$ cat src/rtl/uart_pkg.sv
// -----------------------------------------------------------------------------
// uart_pkg
// Shared constants, types and helpers for the UART transmit path.
//   BAUD_DIV_DEF : default clocks per bit (50 MHz system clock, 19200 baud)
//   FRAME_BITS   : bits per 8N1 frame (start + 8 data + stop)
//   tx_state_t   : transmitter FSM states
//   build_frame  : assembles the shift-register image of one 8N1 frame
// -----------------------------------------------------------------------------
package uart_pkg;

    localparam int BAUD_DIV_DEF = 2604;
    localparam int FRAME_BITS   = 10;

    typedef enum logic {
        IDLE = 1'b0,
        XMIT = 1'b1
    } tx_state_t;

    // Bit 0 goes out first, so the start bit sits at the bottom and the
    // stop bit at the top; the data byte lands LSB-first in between.
    function automatic logic [FRAME_BITS-1:0] build_frame(input logic [7:0] data);
        return {1'b1, data, 1'b0};
    endfunction

endpackage

$ cat src/rtl/uart_tx_fifo.sv
// -----------------------------------------------------------------------------
// uart_tx_fifo
// Synchronous byte FIFO with first-word fall-through read: dout always shows
// the oldest entry while empty is low, and rd retires it.
// Ports:
//   clk    in  1  system clock
//   rst_n  in  1  synchronous active-low reset; flushes the queue
//   wr     in  1  push din (ignored while full)
//   din    in  8  byte to push
//   rd     in  1  pop the head entry (ignored while empty)
//   dout   out 8  head entry, valid while empty=0
//   empty  out 1  no entries held (registered)
//   full   out 1  DEPTH entries held (registered)
// -----------------------------------------------------------------------------
module uart_tx_fifo #(
    parameter int DEPTH = 4
) (
    input  logic       clk,
    input  logic       rst_n,
    input  logic       wr,
    input  logic [7:0] din,
    input  logic       rd,
    output logic [7:0] dout,
    output logic       empty,
    output logic       full
);

    localparam int PW = (DEPTH > 1) ? $clog2(DEPTH) : 1;
    localparam int CW = PW + 1;

    localparam logic [PW-1:0] PTR_ONE   = PW'(1'b1);
    localparam logic [CW-1:0] CNT_ONE   = CW'(1'b1);
    localparam logic [CW-1:0] CNT_ZERO  = CW'(1'b0);
    localparam logic [CW-1:0] CNT_DEPTH = CW'(DEPTH);

    logic [7:0]    mem_r [DEPTH];
    logic [PW-1:0] wr_ptr_r;
    logic [PW-1:0] rd_ptr_r;
    logic [CW-1:0] count_r;
    logic [CW-1:0] count_nxt_s;
    logic          empty_r;
    logic          full_r;
    logic          wr_en_s;
    logic          rd_en_s;

    // Qualify requests against the registered flags and derive the next count.
    // A write while full is dropped even if a read retires an entry on the
    // same edge, because the decision uses the pre-edge full flag.
    always_comb begin
        wr_en_s = wr & ~full_r;
        rd_en_s = rd & ~empty_r;
        case ({wr_en_s, rd_en_s})
            2'b10:   count_nxt_s = count_r + CNT_ONE;
            2'b01:   count_nxt_s = count_r - CNT_ONE;
            default: count_nxt_s = count_r;
        endcase
    end

    // Pointer, count and flag registers. Pointers wrap naturally because
    // DEPTH is a power of two.
    always_ff @(posedge clk) begin
        if (!rst_n) begin
            wr_ptr_r <= '0;
            rd_ptr_r <= '0;
            count_r  <= '0;
            empty_r  <= 1'b1;
            full_r   <= 1'b0;
        end else begin
            if (wr_en_s) begin
                wr_ptr_r <= wr_ptr_r + PTR_ONE;
            end
            if (rd_en_s) begin
                rd_ptr_r <= rd_ptr_r + PTR_ONE;
            end
            count_r <= count_nxt_s;
            empty_r <= (count_nxt_s == CNT_ZERO);
            full_r  <= (count_nxt_s == CNT_DEPTH);
        end
    end

    // Storage array; contents need no reset since the flags gate every read.
    always_ff @(posedge clk) begin
        if (wr_en_s) begin
            mem_r[wr_ptr_r] <= din;
        end
    end

    assign dout  = mem_r[rd_ptr_r];
    assign empty = empty_r;
    assign full  = full_r;

endmodule

$ cat src/rtl/uart_tx.sv
// -----------------------------------------------------------------------------
// uart_tx
// 8N1 UART transmitter. Bytes are queued in a small FIFO and serialised on TX,
// LSB first, each bit held BAUD_DIV clocks. Frames queued behind one another
// go out with no idle gap between the stop bit and the next start bit.
// Ports:
//   clk      in  1  system clock
//   rst_n    in  1  synchronous active-low reset; abandons any frame in flight
//   trmt     in  1  push tx_data into the queue (dropped while full=1)
//   tx_data  in  8  byte to send, sampled only on an accepted trmt
//   full     out 1  queue holds FIFO_DEPTH bytes (registered)
//   busy     out 1  a frame is in progress (registered)
//   tx_done  out 1  high during the last clock of every stop bit (registered)
//   TX       out 1  serial line, idles high (registered)
// -----------------------------------------------------------------------------
module uart_tx
    import uart_pkg::*;
#(
    parameter int BAUD_DIV   = BAUD_DIV_DEF,
    parameter int FIFO_DEPTH = 4
) (
    input  logic       clk,
    input  logic       rst_n,
    input  logic       trmt,
    input  logic [7:0] tx_data,
    output logic       full,
    output logic       busy,
    output logic       tx_done,
    output logic       TX
);

    localparam int BW = (BAUD_DIV > 2) ? $clog2(BAUD_DIV) : 1;

    localparam logic [BW-1:0]         BAUD_MAX  = BW'(BAUD_DIV - 1);
    localparam logic [BW-1:0]         BAUD_ONE  = BW'(1'b1);
    localparam logic [BW-1:0]         BAUD_ZERO = BW'(1'b0);
    localparam logic [3:0]            LAST_BIT  = 4'(FRAME_BITS - 1);
    localparam logic [FRAME_BITS-1:0] LINE_IDLE = {FRAME_BITS{1'b1}};

    tx_state_t             state_r;
    tx_state_t             state_nxt_s;
    logic [BW-1:0]         baud_cnt_r;
    logic [BW-1:0]         baud_cnt_nxt_s;
    logic [3:0]            bit_cnt_r;
    logic [3:0]            bit_cnt_nxt_s;
    logic [FRAME_BITS-1:0] shift_r;
    logic [FRAME_BITS-1:0] shift_nxt_s;
    logic                  tx_r;
    logic                  busy_r;
    logic                  tx_done_r;
    logic                  tx_done_nxt_s;
    logic                  pop_s;
    logic [7:0]            fifo_dout_s;
    logic                  fifo_empty_s;
    logic                  fifo_full_s;

    uart_tx_fifo #(
        .DEPTH (FIFO_DEPTH)
    ) u_fifo (
        .clk   (clk),
        .rst_n (rst_n),
        .wr    (trmt),
        .din   (tx_data),
        .rd    (pop_s),
        .dout  (fifo_dout_s),
        .empty (fifo_empty_s),
        .full  (fifo_full_s)
    );

    // Next-state, counter and shifter logic for the transmit FSM.
    always_comb begin
        state_nxt_s    = state_r;
        baud_cnt_nxt_s = baud_cnt_r;
        bit_cnt_nxt_s  = bit_cnt_r;
        shift_nxt_s    = shift_r;
        pop_s          = 1'b0;

        case (state_r)
            IDLE: begin
                baud_cnt_nxt_s = BAUD_ZERO;
                bit_cnt_nxt_s  = 4'd0;
                if (!fifo_empty_s) begin
                    pop_s       = 1'b1;
                    shift_nxt_s = build_frame(fifo_dout_s);
                    state_nxt_s = XMIT;
                end else begin
                    shift_nxt_s = LINE_IDLE;
                    state_nxt_s = IDLE;
                end
            end

            XMIT: begin
                if (baud_cnt_r == BAUD_MAX) begin
                    baud_cnt_nxt_s = BAUD_ZERO;
                    if (bit_cnt_r < LAST_BIT) begin
                        // Fill with ones so the line rests high behind the stop bit.
                        shift_nxt_s   = {1'b1, shift_r[FRAME_BITS-1:1]};
                        bit_cnt_nxt_s = bit_cnt_r + 4'd1;
                    end else if (!fifo_empty_s) begin
                        // Chain straight into the next frame on the stop-bit edge.
                        pop_s         = 1'b1;
                        shift_nxt_s   = build_frame(fifo_dout_s);
                        bit_cnt_nxt_s = 4'd0;
                    end else begin
                        shift_nxt_s   = LINE_IDLE;
                        bit_cnt_nxt_s = 4'd0;
                        state_nxt_s   = IDLE;
                    end
                end else begin
                    baud_cnt_nxt_s = baud_cnt_r + BAUD_ONE;
                end
            end

            default: begin
                baud_cnt_nxt_s = BAUD_ZERO;
                bit_cnt_nxt_s  = 4'd0;
                shift_nxt_s    = LINE_IDLE;
                state_nxt_s    = IDLE;
            end
        endcase

        // tx_done is registered, so it is raised one edge early: it is high
        // exactly while the final clock of the stop bit is on the line.
        tx_done_nxt_s = (state_nxt_s == XMIT) &&
                        (bit_cnt_nxt_s == LAST_BIT) &&
                        (baud_cnt_nxt_s == BAUD_MAX);
    end

    // State, datapath and output registers.
    always_ff @(posedge clk) begin
        if (!rst_n) begin
            state_r    <= IDLE;
            baud_cnt_r <= BAUD_ZERO;
            bit_cnt_r  <= 4'd0;
            shift_r    <= LINE_IDLE;
            tx_r       <= 1'b1;
            busy_r     <= 1'b0;
            tx_done_r  <= 1'b0;
        end else begin
            state_r    <= state_nxt_s;
            baud_cnt_r <= baud_cnt_nxt_s;
            bit_cnt_r  <= bit_cnt_nxt_s;
            shift_r    <= shift_nxt_s;
            // TX mirrors the bottom of the shifter without an extra cycle of lag.
            tx_r       <= shift_nxt_s[0];
            busy_r     <= (state_nxt_s == XMIT);
            tx_done_r  <= tx_done_nxt_s;
        end
    end

    assign TX      = tx_r;
    assign busy    = busy_r;
    assign tx_done = tx_done_r;
    assign full    = fifo_full_s;

endmodule

$ cat config.mk
export PLATFORM = sky130hd
export DESIGN_NAME = uart_tx
export DESIGN_NICKNAME = d
export VERILOG_FILES = /design/src/rtl/uart_pkg.sv /design/src/rtl/uart_tx_fifo.sv /design/src/rtl/uart_tx.sv
export SDC_FILE = /design/constraint.sdc
export NUM_CORES = 1
export LEC_CHECK = 0
export CORE_ASPECT_RATIO = 0.8
export CORE_UTILIZATION = 40
export CTS_CLUSTER_DIAMETER = 60
export DETAILED_ROUTE_END_ITERATION = 8
export GPL_TIMING_DRIVEN = 0
export PLACE_DENSITY = 0.59
export SLEW_MARGIN = 0
export SYNTH_ARGS = -nofsm -noshare
export SYNTH_HDL_FRONTEND = slang
export SYNTH_SLANG_ARGS = --single-unit
$ cat constraint.sdc
create_clock -name clk -period 5.9 [get_ports clk]
set_clock_uncertainty 0.2 [all_clocks]
set_input_delay 1.475 -clock clk [delete_from_list [all_inputs] [get_ports clk]]
set_output_delay 1.475 -clock clk [all_outputs]
set_load 0.02 [all_outputs]
==> reports/metrics.cfg <==
[run_status]
run_status=finished clean

[cells_and_area]
area_growth_pct=14.5
post_route_cells_drive_above_1_share_pct=12.7
final_area_sq_mm=0.00340
layout.nets=291
nFillCells=620
fin_util_pct=48.5
n_antenna_cell=0

[global_route]
antenna_found_initial=0
grt_max_degree=15
grt_pass1_vias=1761
grt-ovfl-total=0
grt_pass1_wl_um=8860
grt.total_usage_pct=15.2

[worst_setup_path]
cp_cell_sequence=clkdlybuf4s50_1 -> nor2b_1 -> clkbuf_1 -> inv_1 -> ha_1 -> inv_1 -> fa_1 -> xor2_1 -> or3_1 -> a21boi_0 -> nor2b_1
crit_path_end=u_fifo.full
worstSetupPathType=in -> reg
ff2ff_path_depth=10
crit_cells=11
required_ns=5.97
crit_start=trmt
reg2reg_to=u_fifo.full
rr_startpoint=baud_cnt_r[9]
arrival_ns=3.86
start_kind=input port
crit_buf_inv=4
end_kind=register
path_delay_family=buffers and inverters
cp_slowest_cell=clkdlybuf4s50_1
critPathMaxFanout=8
cpPeakStageDelay_ns=0.39
reg2reg_slack_ns=2.28

[clocking]
cts_hold_buf=0
cts_tree=yes
clk_path_buf_depth=2
clk_latency_ns=0.34
cts_buffers=9
clock_sinks=70
clkTransAtPathRegs_ns=0.08
cts_resized=0
post-cts-setup-buffers=0
htree_levels=3
cts_root_buf=clkbuf_8

[die]
coreArea_sq_mm=0.00703
rows=27
start_util_pct=42.3
chipHeight_um=79.1
die-area_sq_mm=0.00779
die_w_um=98.4
boundaryPins=15

[synth]
ys_types=46
syn_inst=246
ys.flop_type=dfxtp_1
yosysWarnings=0
synth-seq-area-share_pct=57.9
avgSynthCellArea_sq_um=12.1
synth_edf_count=32
ys_ff_latch=70
syn_nets=266
synth_async_sr_flop_share_pct=0
synth_area_sq_mm=0.00297

[routing]
drtPass1Iterations=6
routedWlPerCell_um=14.3
num_vias=1863
drt-initial-drc-count=67
viasPerCell=5.13
drc_errors=0
drt_wl_total_um=5180
ant_nets=0

[placed_design]
io_buffers=14
hpwl_um=3600
placed_cell_area_sq_mm=0.00322
gp_congestion=0.725

[pwr]
clkPwrFrac_pct=30.1
p_comb_share_pct=19.7
seqPwrFrac_pct=50.2
p_leak_uw=0.00114
p_int_uw=826
power_density_mw_per_mm2=344
p_sw_share_pct=29.4
peakVddDrop_mv=0.136
power_switching_uw=344

[sta]
fin_crit_ns=3.78
setup_viol=0
finalSetupTns_ns=0
rsz0062_at_grt=false
min_period_over_period_pct=64.1
finalHoldViolations=0
fmax_ghz=0.264
worst_slew_pin_slew_ns=0.769
maxSlewHeadroom_pct=48.3
slew_violations=0

[hold_path]
holdCritStartpoint=baud_cnt_r[0]
hold_class=reg -> reg

[job]
cap_violations=0

## metrics by stage
stage / std cells / hold WS (ns) / power (uW) / setup slack [ns]
4_1_cts: 363 / 0.283 / 1190 / 2.09
5_1_grt: 363 / 0.296 / 1240 / 1.96
3_5_place_dp: 347 / 0.264 / 831 / 1.75
3_3_place_gp: 347 / 0.261 / 827 / 1.75
2_1_floorplan: 246 / 0.242 / 765 / 2.39
6_report: 363 / 0.278 / 1170 / 2.12
## power by group through the flow
| stage | clock network, uW | logic, uW | registers (uW) |
|---|---|---|---|
| 3_3_place_gp | 0 | 230 | 597 |
| 3_5_place_dp | 0 | 234 | 598 |
| 4_1_cts | 363 | 235 | 587 |
| 2_1_floorplan | 0 | 169 | 596 |
| 6_report | 352 | 231 | 587 |
| 5_1_grt | 387 | 260 | 593 |
## synth_stat cells (2+ instances only)
cell type | n | area share (%)
a32oi_1 | 2 | 0.59
mux2i_1 | 2 | 0.67
mux4_2 | 8 | 6.1
a21oi_1 | 5 | 0.84
nand4_1 | 6 | 1.3
clkbuf_1 | 6 | 0.76
xor2_1 | 6 | 1.8
ha_1 | 8 | 3.4
buf_2 | 3 | 0.50
o22ai_1 | 8 | 1.7
nand4b_1 | 2 | 0.59
and3_1 | 4 | 0.84
dfxtp_1 | 38 | 26
and2_1 | 9 | 1.9
nor3_1 | 2 | 0.34
o21a_1 | 2 | 0.50
nor2_1 | 19 | 2.4
inv_1 | 12 | 1.5
nor2b_1 | 6 | 1.3
xnor2_1 | 9 | 2.7
o211ai_1 | 7 | 1.8
edfxtp_1 | 32 | 32
nand2_1 | 17 | 2.1
nand2b_1 | 2 | 0.42
o21ai_0 | 5 | 0.84
o21ai_1 | 3 | 0.50
nand3_1 | 4 | 0.67
## registers in the layout, summed over array words and instances, names as in the netlist, 2 cells and up, named ones only
| register | count |
|---|---|
| u_fifo.count_r | 3 |
| bit_cnt_r | 4 |
| shift_r | 9 |
| u_fifo.wr_ptr_r | 2 |
| baud_cnt_r | 12 |
| u_fifo.mem_r | 32 |
| u_fifo.rd_ptr_r | 2 |
## worst min-delay path by stage
| stage | cells after the start | end | slack (ns) |
|---|---|---|---|
| finish | 1 | baud_cnt_r[0] | 0.28 |
| global route | 2 | register | 0.30 |
| CTS | 1 | baud_cnt_r[0] | 0.28 |
| detailed placement | 1 | baud_cnt_r[0] | 0.26 |
| global placement | 2 | shift_r[0] | 0.26 |
| floorplan | 1 | baud_cnt_r[0] | 0.24 |
## logic make-up after synthesis
logic type	synth area share (%)
XOR/XNOR	4.42
AND/OR/NAND/NOR	15.0
AO/OA/AOI/OAI	8.37
adder cells (fa/ha/maj)	4.04
multiplexers	7.11
flip-flops	57.9
buffers and inverters	3.15
## layer usage
layer	up-vias	part of all wire (%)	global-route usage [%]	wire length, um
met5	-	0	0	0
met2	30	40	20.5	2060
li1	948	-	-	-
met1	878	55	22.1	2830
met4	0	1.4	5.37	70
met3	7	4.3	5.63	224
## layout by cell type, fill, tap and decap left out, drive strengths merged, types with 2 or more instances in the layout
cell type	n
o21ai	8
clkbuf	15
a21oi	5
or4	2
nand3	5
a32oi	2
ha	8
nor2b	6
edfxtp	32
nand4b	2
nand2	17
or3b	2
nand4	6
o21a	2
clkinv	2
nor3	4
and2	9
inv	15
nor2	19
mux4	8
xor2	6
mux2i	2
o211ai	7
buf	5
xnor2	9
nand2b	2
o22ai	8
clkdlybuf4s50	14
clkinvlp	2
dfxtp	38
and3	4
## layout make-up
type	count	area (sq um)	area share, %
Buffer	11	48.8	1.43
Inverter	12	45.0	1.32
Tap cell	87	109	3.20
Sequential cell	70	1720	50.6
Multi-Input combinational cell	153	1160	34.0
Clock buffer	9	124	3.64
Timing Repair Buffer	14	140	4.12
Clock inverter	7	57.6	1.69
Note: power is estimated with default switching activity, not from simulation.
==> patch 1 (same flow settings) <==
`BAUD_DIV_DEF`: 2604 -> 10416.
--- a/src/rtl/uart_pkg.sv
+++ b/src/rtl/uart_pkg.sv
@@ -8,7 +8,7 @@
 // -----------------------------------------------------------------------------
 package uart_pkg;
 
-    localparam int BAUD_DIV_DEF = 2604;
+    localparam int BAUD_DIV_DEF = 10416;
     localparam int FRAME_BITS   = 10;
 
     typedef enum logic {
Behaviour: no difference found for any inputs over 10 cycles, from zero or initial values and one cycle with rst_n low; that may be too few to reach the edited logic, so the function may still have changed.
==> patch 1 against the unedited design <==
- clock power grew 24%
- sequential cell count rose by 2
- count of clock-buffer cells in the layout stayed put
- setup slack gained 0.19 ns
- total power up 8.6%
- cell area is 5.8% higher
- largest power group unchanged
- routed wire length rose by 9.0%
- area after synthesis is 4.5% higher
==> patch 1: results (changes against the unedited design) <==
stage,metric,value,unit,change
pwr,combPwrFrac,18.4,%,was 19.7%
outcome,outcome,"finished, final reports clean",,unchanged
pwr,p_switching,0.345,mW,was 0.344 mW
yosys,synthTopCellsByCount,"dfxtp_1, edfxtp_1, nor2_1",,unchanged
drt,via_per_inst,4.97,,was 5.13
pwr,powerClk,0.436,mW,was 0.352 mW
grt,use_met2,22.5,%,was 20.5%
yosys,synthAdderAreaFrac,3.86,%,was 4.04%
yosys,seq_area_frac_synth,56.7,%,was 57.9%
drt,dr_wl_met3,226,µm,was 224 µm
finish,top_regs,"u_fifo.mem_r: 32 flops, baud_cnt_r: 14 flops, shift_r: 9 flops",,"was u_fifo.mem_r: 32 flops, baud_cnt_r: 12 flops, shift_r: 9 flops"
grt,met1_usage,21.0,%,was 22.1%
yosys,yosysUniqueCellTypes,47,,was 46
sta,relSlewSlack,65.8,%,was 48.3%
pwr,finalPower,1.27,mW,was 1.17 mW
yosys,synthMuxAreaShare,5.79,%,was 7.11%
drt,drt_iter0_markers,52,,was 67
finish,final_cells,399,,was 363
critical_path,r2r_slack,2.67,ns,was 2.28 ns
drt,post_drt_wl_per_cell,14.2,µm,was 14.3 µm
placement,dp_hpwl,3970,µm,was 3600 µm
drt,m1WireLength,2900,µm,was 2830 µm
placement,place_inst,383,,was 347
placement,pre_cts_ws,1.95,ns,was 1.75 ns
sta,holdWs,0.270,ns,was 0.278 ns
critical_path,critPathMaxStageDelay,0.44,ns,was 0.39 ns
finish,layout.nets,309,,was 291
pwr,leakagePower,1.18,nW,was 1.14 nW
drt,first_pass_iters,4,,was 6
yosys,synthTopCellsByArea,"edfxtp_1, dfxtp_1, mux4_2, nor2_1, ha_1",,"was edfxtp_1, dfxtp_1, mux4_2, ha_1, xnor2_1"
placement,place_congestion,0.804,,was 0.725
yosys,synthesis.nets,284,,was 266
drt,wl_met2,2450,µm,was 2060 µm
## patch 1: worst paths after layout
check	depth (start not counted)	from	endpoint
max reg2reg	12	bit_cnt_r[0]	u_fifo.full
max	10	trmt	u_fifo.full
min	1	baud_cnt_r[0]	baud_cnt_r[0]
min reg2reg	1	baud_cnt_r[0]	baud_cnt_r[0]
## patch 1: final cells by class
type                    instances  area (µm²)  share of cell area, %
repair buffers                 14         140                   3.89
flip-flops and latches         72        1760                   48.9
inverters                      13        48.8                   1.35
well taps                     105         131                   3.65
clock inverters                 7        98.8                   2.74
plain buffers                  11        61.3                   1.70
clock buffers                   9         124                   3.44
multi-input cells             168        1240                   34.3
## patch 1: worst register-to-register path, cell delays in order, from the launching register on
cell	delay, ns
dfxtp_1	0.47
inv_1	0.08
ha_1	0.21
nor2b_1	0.13
o21ai_1	0.35
nor3b_4	0.34
ha_1	0.23
inv_1	0.07
fa_1	0.41
xor2_1	0.17
nor2_1	0.12
xnor2_1	0.09
nor3_1	0.25
==> patch 2 (same flow settings) <==
Made on the original files. Register the output `TX` once more; this adds one clock of latency there. The other outputs are not delayed to match. Comments in the files are not updated.
--- a/src/rtl/uart_tx.sv
+++ b/src/rtl/uart_tx.sv
@@ -148,7 +148,9 @@
         end
     end
 
-    assign TX      = tx_r;
+    always_ff @(posedge clk) begin
+        TX <= tx_r;
+    end
     assign busy    = busy_r;
     assign tx_done = tx_done_r;
     assign full    = fifo_full_s;
Formal check against the unedited RTL: not equivalent (a bounded check fails within 4 cycles, from zero or initial values and one cycle with rst_n low).
==> patch 2 against the unedited design <==
- total power up 3.4%
- die area increased by 0.66%
- cell area is 1.0% higher
- clock power up 9.1%
- fmax is 2.9% lower
- non-clock buffer count stayed put
- area after synthesis grew 0.67%
- setup slack lost 0.11 ns
- routed wire length increased by 1.1%
- utilization up 0.26 points
- sequential cell count rose by 1
- highest routed layer unchanged
==> patch 2: results (changes against the unedited design) <==
stage,metric,value,unit,change
yosys,synthTopCellsByArea,"edfxtp_1, dfxtp_1, mux4_2, ha_1, xnor2_1",,unchanged
pwr,peakVddDrop,0.139,mV,was 0.136 mV
finish,layout.nets,292,,was 291
placement,io_buffers,14,,unchanged
drt,vias,1872,,was 1863
drt,post_drt_wl_per_cell,14.4,µm,was 14.3 µm
critical_path,crit_start,trmt,,unchanged
drt,drt_iter0_markers,105,,was 67
drt,first_pass_iters,4,,was 6
finish,drive_gt1_share,12.3,%,was 12.7%
yosys,synth-async-reset-ratio,0,%,unchanged
clocking,clock_latency,0.34,ns,about the same
placement,placed_cell_area,3240,µm²,was 3220 µm²
critical_path,r2r_start,baud_cnt_r[5],,was baud_cnt_r[9]
yosys,ys.flop_type,dfxtp_1,,unchanged
yosys,synthTopCellsByCount,"dfxtp_1, edfxtp_1, nor2_1",,unchanged
critical_path,arrival,3.96,ns,was 3.86 ns
grt,grt_max_degree,14,,was 15
yosys,seq_area_frac_synth,58.2,%,was 57.9%
placement,place_congestion,0.768,,was 0.725
grt,grt_usage,15.4,%,was 15.2%
critical_path,r2r_slack,2.16,ns,was 2.28 ns
yosys,synth_edf_count,32,,unchanged
finish,num_antenna_cells,0,,unchanged
clocking,htreeDepth,3,,unchanged
grt,grt_first_pass_wirelength,9200,µm,was 8860 µm
grt,grt_pass1_vias,1802,,was 1761
sta,relSlewSlack,55.7,%,was 48.3%
hold_path,min_path_type,flop to flop,,unchanged
placement,dp_hpwl,3640,µm,was 3600 µm
yosys,synthesis.nets,267,,was 266
critical_path,reg2reg_depth,10,,unchanged
outcome,outcome,"finished, final reports clean",,unchanged
pwr,leakagePower,1.16,nW,was 1.14 nW
clocking,max-clock-path-buffers,2,,unchanged
critical_path,cpMaxStageDelayCell,fa_1,,was clkdlybuf4s50_1
clocking,post_cts_buffers,0,,unchanged
patch 2: cell count changes in the layout (fill, tap and decap cells not counted):
cell,change
bufinv_16,+1
clkbuf_1,+1
clkinvlp_4,-1
dfxtp_1,+1
inv_8,-1
patch 2: cells by family after synthesis:
group	count (synthesis)	share of synthesized area (%)
simple gates	81	14.9
compound gates	37	8.32
xor+xnor	15	4.39
fa+ha+maj	9	4.01
buf+inv	23	3.13
mux	11	7.06
flops	71	58.2
patch 2: metal layers:
layer | wire length (µm) | global-route usage, % | up-vias
li1 | - | - | 946
met1 | 2920 | 22.7 | 892
met2 | 2070 | 21.3 | 27
met3 | 202 | 5.52 | 7
met4 | 50 | 4.03 | 0
met5 | 0 | 0 | -
patch 2: final cells by class:
cell class              instances  area [µm²]
inverters                      12        45.0
clock buffers                  10         128
well taps                      87         109
multi-input cells             153        1160
repair buffers                 14         140
fillers                       631        3620
flip-flops and latches         71        1740
clock inverters                 6        68.8
plain buffers                  11        48.8
patch 2: report_power, final:
group | internal (mW) | switching (mW)
combinational | 0.108 | 0.121
clock | 0.198 | 0.186
sequential | 0.568 | 0.0279
total | 0.874 | 0.335
patch 2: worst min path at each step:
stage                          start  end  slack, ns  depth (start not counted)
after floorplan           shift_r[0]   TX       0.13                          0
after global placement    shift_r[0]   TX       0.14                          0
after detailed placement  shift_r[0]   TX       0.15                          0
after CTS                 shift_r[0]   TX       0.16                          0
after global routing      shift_r[0]   TX       0.17                          0
final                     shift_r[0]   TX       0.16                          0
patch 2: through the flow:
stage          hold WS (ns)  setup slack, ns  instances
6_report              0.162             2.00        364
5_1_grt               0.170             1.86        364
4_1_cts               0.163             2.05        364
3_5_place_dp          0.150             1.70        348
3_3_place_gp          0.143             1.71        348
2_1_floorplan         0.131             2.39        247
